==> src/rtl/sdm_adc.sv <==
// Sigma-delta bitstream decimator: sinc^ORDER CIC filter with integrators at the bit rate,
// combs at the frame rate, then an arithmetic rescale and saturation to OUT_W-bit PCM.
module sdm_adc #(
    parameter int ORDER = 3,
    parameter int DECIM = 64,
    parameter int OUT_W = 16
) (
    input  logic                    clk,
    input  logic                    rst_n,
    input  logic                    valid_in,
    input  logic                    din,
    output logic                    valid_out,
    output logic signed [OUT_W-1:0] dout
);

    localparam int LR    = $clog2(DECIM);
    localparam int ACC_W = ORDER * LR + 2;
    localparam int SHIFT = ORDER * LR + 1 - OUT_W;

    localparam logic signed [ACC_W-1:0] SAT_MAX = ACC_W'((64'sd1 <<< (OUT_W - 1)) - 64'sd1);
    localparam logic signed [ACC_W-1:0] SAT_MIN = ~SAT_MAX;

    if (ORDER < 1 || ORDER > 5) begin : g_bad_order
        $error("sdm_adc: ORDER must be in 1..5");
    end
    if (DECIM < 2 || DECIM > 256 || (DECIM & (DECIM - 1)) != 0) begin : g_bad_decim
        $error("sdm_adc: DECIM must be a power of two in 2..256");
    end
    if (SHIFT < 0) begin : g_bad_shift
        $error("sdm_adc: OUT_W too wide for ORDER and DECIM");
    end

    logic signed [ACC_W-1:0] x_val;
    logic        [LR-1:0]    count;
    logic                    last_sample;
    logic                    frame_done;
    logic signed [ACC_W-1:0] comb_in;
    logic signed [ACC_W-1:0] comb_out;
    logic signed [ACC_W-1:0] scaled;
    logic signed [OUT_W-1:0] sat_val;

    assign x_val       = din ? ACC_W'(1) : {ACC_W{1'b1}};
    assign last_sample = valid_in && (count == LR'(DECIM - 1));

    // Integrator chain; every stage updates in parallel from pre-edge values and wraps freely.
    for (genvar g = 0; g < ORDER; g++) begin : g_int
        logic signed [ACC_W-1:0] acc;
        logic signed [ACC_W-1:0] addend;
        logic signed [ACC_W-1:0] nxt;

        if (g == 0) begin : g_src
            assign addend = x_val;
        end else begin : g_src
            assign addend = g_int[g-1].acc;
        end

        assign nxt = acc + addend;

        always_ff @(posedge clk or negedge rst_n) begin
            if (!rst_n) begin
                acc <= '0;
            end else if (valid_in) begin
                acc <= nxt;
            end
        end
    end

    // The frame's final integrator value is latched so the combs run on the following edge.
    always_ff @(posedge clk or negedge rst_n) begin
        if (!rst_n) begin
            count      <= '0;
            frame_done <= 1'b0;
            comb_in    <= '0;
        end else begin
            frame_done <= last_sample;
            if (valid_in) begin
                count <= count + LR'(1);
            end
            if (last_sample) begin
                comb_in <= g_int[ORDER-1].nxt;
            end
        end
    end

    // Comb chain, one delay register per stage, advanced once per frame.
    for (genvar g = 0; g < ORDER; g++) begin : g_comb
        logic signed [ACC_W-1:0] u;
        logic signed [ACC_W-1:0] y;
        logic signed [ACC_W-1:0] dly;

        if (g == 0) begin : g_src
            assign u = comb_in;
        end else begin : g_src
            assign u = g_comb[g-1].y;
        end

        assign y = u - dly;

        always_ff @(posedge clk or negedge rst_n) begin
            if (!rst_n) begin
                dly <= '0;
            end else if (frame_done) begin
                dly <= u;
            end
        end
    end

    assign comb_out = g_comb[ORDER-1].y;
    assign scaled   = comb_out >>> SHIFT;

    // Only an all-ones frame can exceed the positive limit; the negative limit is exact.
    always_comb begin
        sat_val = scaled[OUT_W-1:0];
        if (scaled > SAT_MAX) begin
            sat_val = SAT_MAX[OUT_W-1:0];
        end else if (scaled < SAT_MIN) begin
            sat_val = SAT_MIN[OUT_W-1:0];
        end
    end

    always_ff @(posedge clk or negedge rst_n) begin
        if (!rst_n) begin
            valid_out <= 1'b0;
            dout      <= '0;
        end else begin
            valid_out <= frame_done;
            if (frame_done) begin
                dout <= sat_val;
            end
        end
    end

endmodule

==> config.mk <==
export PLATFORM = sky130hd
export DESIGN_NAME = sdm_adc
export DESIGN_NICKNAME = d
export VERILOG_FILES = /design/src/rtl/sdm_adc.sv
export SDC_FILE = /design/constraint.sdc
export NUM_CORES = 1
export LEC_CHECK = 0
export ABC_CLOCK_PERIOD_IN_PS = 5900
export CAP_MARGIN = 20
export CORE_MARGIN = 2
export CORE_UTILIZATION = 55
export DETAILED_ROUTE_END_ITERATION = 8
export HOLD_SLACK_MARGIN = 0.15
export PLACE_DENSITY = 0.84
export SYNTH_ARGS = -nofsm -noshare
export SYNTH_HDL_FRONTEND = slang
export SYNTH_SLANG_ARGS = --single-unit
==> constraint.sdc <==
create_clock -name clk -period 5.9 [get_ports clk]
set_clock_uncertainty 0.05 [all_clocks]
set_input_delay 0.885 -clock clk [delete_from_list [all_inputs] [get_ports clk]]
set_output_delay 0.885 -clock clk [all_outputs]
set_load 0.05 [all_outputs]
**Word level (Yosys, flattened, before mapping)**

Cells that the tools add are included.

- Reduce and logical (&&, ||, !) cells: 1
- Muxes and demuxes: 3
- Magnitude comparators: 2
- $add $sub $neg: 7
- Equality and inequality tests: 1

Operators by type and width:

| operator | number |
|---|---|
| 20-bit adder | 3 |
| 20-bit subtractor | 3 |
| 16-bit 2-to-1 mux | 2 |
| 20-bit 2-to-1 mux | 1 |
| 17-bit by 16-bit greater-than comparator with 1-bit output, second input constant | 1 |
| 17-bit by 16-bit < comparator with 1-bit output, second input constant | 1 |
| 6-bit by 1-bit adder with 6-bit output, second input constant | 1 |
| 6-bit == test, second input constant | 1 |
| 1-bit logical AND | 1 |

- Output and inout port bits: 17
- Word-level logic and storage cells: 25
- Input port bits: 4
- Register bits: 164

**Longest topological paths before layout**

Gate-level depths: netlist (run 1).

- Word-level depth: 6
- Depth in mapped cells: 34
- Gate-level depth less buffers: 32

**Least setup slack after synthesis (run 1)**

No wires, ideal clock.

- Kind: register to register
- Start point: register comb_in[0]
- End point: register dout[10]
- Cell stages (with the launch flop): 31
- Path buffers: 2
- Data required time: 5.754 ns
- Data arrival time: 5.666 ns
- Slack: 0.089 ns
- Setup time: 0.096 ns
- Clock period less this slack: 5.811 ns
- Cell sequence: dfrtp_1 > inv_1 > ha_1 > inv_1 > fa_1 > a21o_1 > a21oi_1 > o21bai_1 > a21oi_1 > o21bai_1 > a21oi_1 > o21bai_1 > a21oi_1 > xnor2_1 > ha_1 > a21oi_1 > o22ai_1 > or3_1 > a31oi_1 > o21bai_1 > xnor2_1 > ha_1 > and3_1 > a211oi_1 > o21bai_1 > xor2_1 > xnor3_1 > and3_1 > buf_6 > buf_6 > a311oi_2

- Word-level cells in the longest chain between the ends: 6
- Elaborated cells between the ends (all ways): 7
- Classes of those cells: 3 x add/sub; 2 x order compare; 2 x mux

RTL lines:

| element | RTL line | RTL |
|---|---|---|
| from (decl) | 37 | `logic signed [ACC_W-1:0] comb_in;` |
| from (signal assigned) | 80 | `comb_in <= g_int[ORDER-1].nxt;` |
| 20-bit subtractor (*) | 97 | `assign y = u - dly;` |
| via g_comb[0].y[10] | 88 | `logic signed [ACC_W-1:0] y;` |
| 20-bit subtractor (*) | 97 |  |
| via g_comb[1].y[16] | 88 |  |
| 20-bit subtractor (*) | 97 |  |
| 17-bit by 16-bit < comparator with 1-bit output | 116 | `end else if (scaled < SAT_MIN) begin` |
| 16-bit 2-to-1 mux | 116 |  |
| 16-bit 2-to-1 mux (*) | 114 | `if (scaled > SAT_MAX) begin` |
| to (signal assigned) | 128 | `dout <= sat_val;` |
| to (decl) | 13 | `output logic signed [OUT_W-1:0] dout` |

The timed path passes the listed nets; every way through them passes the cells marked *.
A chain may end at the register's enable or synchronous reset.

**Worst setup path after layout (run 1)**

- Start point: register comb_in[0]
- End point: register dout[4]

The elaborated chain is that of the path after synthesis.

==> flow_summary.json, run 1 <==
{
  "ys.warnings.count": 0,
  "drc": 0,
  "clk_latency_ns": 0.44,
  "grt_pass1_vias": 8534,
  "tightest_slew_ns": 0.9848,
  "ys_types": 75,
  "fin_crit_sh": 0.9786,
  "drtPass1Iterations": 4,
  "period_needed_ns": 5.774,
  "synth_seq_cells": 164,
  "clkTransAtPathRegs_ns": 0.06,
  "avgViaCountPerCell": 5.617,
  "fillerInstances": 1580,
  "fin_nets": 1354,
  "end_kind": "flop",
  "status": "complete, no violations",
  "wl_per_cell_um": 14.03,
  "arrival_ns": 6.07,
  "grt_max_degree": 85,
  "first_iter_violations": 278,
  "initial_core_util": 0.5590,
  "area_delta_synth_final_pct": 12.28,
  "grt_antenna_before_repair": 0,
  "hpwlAfterDp_mm": 14.50,
  "grt_pass1_wl_mm": 36.85,
  "hold_violations": 0,
  "cts_buffer_depth": 2,
  "critPathMaxFanout": 7,
  "cp_data_required_time_ns": 6.19,
  "numCtsBuffers": 17,
  "avgSynthCellArea_um2": 9.380,
  "dpl.cell_count": 1473,
  "clock-sinks": 164,
  "portBuffers": 20,
  "track_usage": 0.2029,
  "dpl_cell_area_um2": 11790,
  "startpoint_type": "flop",
  "async_flop_share": 1.000,
  "synth_fp_nets": 1324,
  "die-width_um": 147.2,
  "cap_violations": 0,
  "antenna_cells": 0,
  "yosys-top-cells-area": "dfrtp_1 36%, ha_1 13%, mux2_2 5.8%, xnor2_1 5.6%, nand2_1 4.3%",
  "clockRootBuffer": "clkbuf_16",
  "die_area_um2": 21660,
  "vias": 8510,
  "coreArea_um2": 20170,
  "synth_edf_count": 0,
  "multiInputGateArea_um2": 6835,
  "ios": 21,
  "hold_class": "flop to flop",
  "synth_cells": 1202,
  "dieHeight_um": 147.2,
  "crit_top_cell": "o21bai_1",
  "antenna_left": 0,
  "place_ws_ns": -0.1253,
  "grt_setup_unrepaired": "true",
  "wirelength_mm": 21.26,
  "synth_top_area_cell": "dfrtp_1",
  "finalWorstSetupSlack_ns": 0.1263,
  "maxSlewViolCount": 0,
  "drive_gt1_frac": 0.1382,
  "fmax_ghz": 0.1732,
  "critPathMaxStageDelay_ns": 0.38,
  "grt_overflow": 0,
  "htreeDepth": 4,
  "synth.cell_area_um2": 11270,
  "instances_no_fill": 1515,
  "synth.top_cell.area_share": 0.3640,
  "setup_viol": 0,
  "relSlewSlack": 0.3265,
  "crit_type": "flop to flop",
  "gp_congestion": 0.8317,
  "cts_tree": "built",
  "crit_slowest_cell": "dfrtp_1",
  "core.rowCount": 52,
  "final_area_um2": 12660,
  "ys_seq_area_frac": 0.3640,
  "seq_area_um2": 4108,
  "synth-main-ff-cell": "dfrtp_1"
}
logic make-up (layout without fill, tap and decap cells):
family / count (synthesis) / after routing / synth area share
AOI/OAI and AO/OA: 302 / 302 / 0.1799
DFF: 164 / 164 / 0.3640
and+or+nand+nor: 314 / 315 / 0.1288
xor gates and xnor gates: 102 / 102 / 0.08112
muxes: 66 / 66 / 0.06514
adders and majority gates: 118 / 118 / 0.1343
buffers and inverters: 136 / 178 / 0.04672
metal layers:
metal,GRT usage,part of all wire
met5,0,0
met4,0.08173,0.019
met3,0.03447,0.022
met2,0.3631,0.51
met1,0.2430,0.45
timing repair:
action / 4_1_cts / 5_1_grt
resized for setup: 4 / 38
cloned: 0 / 1
pin swaps: 3 / 32
endpoints found under the setup margin: 15 / 16
buffers inserted: 2 / 8
hold buffers: 0 / 0
synth_stat cells (all sizes together), types with 3 or more instances:
master	number
dfrtp	164
nand2	128
ha	113
inv	102
o21ai	87
nor2	72
xnor2	72
a21oi	63
mux2	59
a21o	29
xor2	29
clkbuf	22
nor3	20
a311oi	17
nand3	17
o21a	16
o21bai	16
nor2b	14
o211ai	14
and3	13
buf	12
or3	11
a211oi	10
a31oi	8
nand2b	8
a21boi	7
mux2i	7
fa	5
nand4	5
o22ai	5
or2	5
o31a	4
o31ai	4
and2	3
nand3b	3
nor4	3
or4	3
stage by stage:
step                      hold slack [ns]  TNS, ns  utilization
final                              0.4262        0       0.6277
after detailed placement           0.4150   -1.562       0.5847
after global routing               0.4533   -2.154       0.6277
after floorplan                    0.3330        0            -
after global placement             0.4113        0       0.5847
after CTS                          0.4285        0       0.6171
cell usage in the layout, fill, tap and decap left out, types with 4 or more instances in the layout:
cell / count
nand4_1: 5
nor2b_1: 14
and3_1: 11
fa_1: 4
clkinv_4: 4
o21ai_0: 52
clkbuf_16: 17
a31oi_1: 6
nor2_1: 70
o21bai_1: 13
xor2_1: 28
or3_1: 11
a21boi_1: 7
a21oi_1: 54
o21ai_1: 34
nand2_1: 125
inv_6: 4
ha_1: 111
a311oi_1: 4
nand3_1: 17
a311oi_2: 13
clkdlybuf4s50_1: 18
nor3_1: 20
mux2i_1: 7
a21oi_2: 8
o211ai_1: 14
a211oi_1: 8
dfrtp_1: 163
inv_1: 99
nand2b_1: 8
xnor2_1: 71
buf_4: 24
mux2_2: 58
a21o_1: 29
o21a_1: 16
path summary, 6_finish.rpt:
path,start,end,slack [ns],cells after the start
setup reg to reg,comb_in[0],dout[4],0.13,28
min in group asynchronous,rst_n,g_comb[2].dly[2],0.46,1
hold / removal,count[5],count[5],0.43,1
hold reg to reg,count[5],count[5],0.43,1
max in group asynchronous,rst_n,g_int[1].acc[18],4.22,2
setup / recovery,comb_in[0],dout[4],0.13,28
critical path: cells and delay by family (launching register included):
| family | cells | cell delay, ns |
|---|---|---|
| buf+inv | 2 | 0.12 |
| simple gates | 3 | 0.90 |
| flops | 1 | 0.38 |
| xor+xnor | 4 | 0.75 |
| fa+ha+maj | 4 | 1.14 |
| compound gates | 15 | 2.34 |
sequential cells by signal (all words and copies together) (netlist names):
| name | count |
|---|---|
| valid_out | 1 |
| frame_done | 1 |
| g_comb.dly | 60 |
| dout | 16 |
| comb_in | 20 |
| g_int.acc | 60 |
| count | 6 |
final cells by class:
| type | count | area share |
|---|---|---|
| well taps | 270 | 0.02669 |
| inverters | 102 | 0.03024 |
| clock inverters | 15 | 0.01532 |
| multi-input cells | 903 | 0.5399 |
| repair buffers | 44 | 0.02975 |
| flip-flops and latches | 164 | 0.3245 |
| clock buffers | 17 | 0.03360 |
Power of run 1 is not shown: default switching activity piles up to over one toggle a cycle in this logic, so the estimate is an artifact.
==> inputs of run 2 (changes only) <==
Settings changed: GPL_ROUTABILITY_DRIVEN set to 0.
==> results of run 2 <==
The final DEF is identical to that of run 1; final timing and power are the same.
Power of run 2 is left out for the same reason.
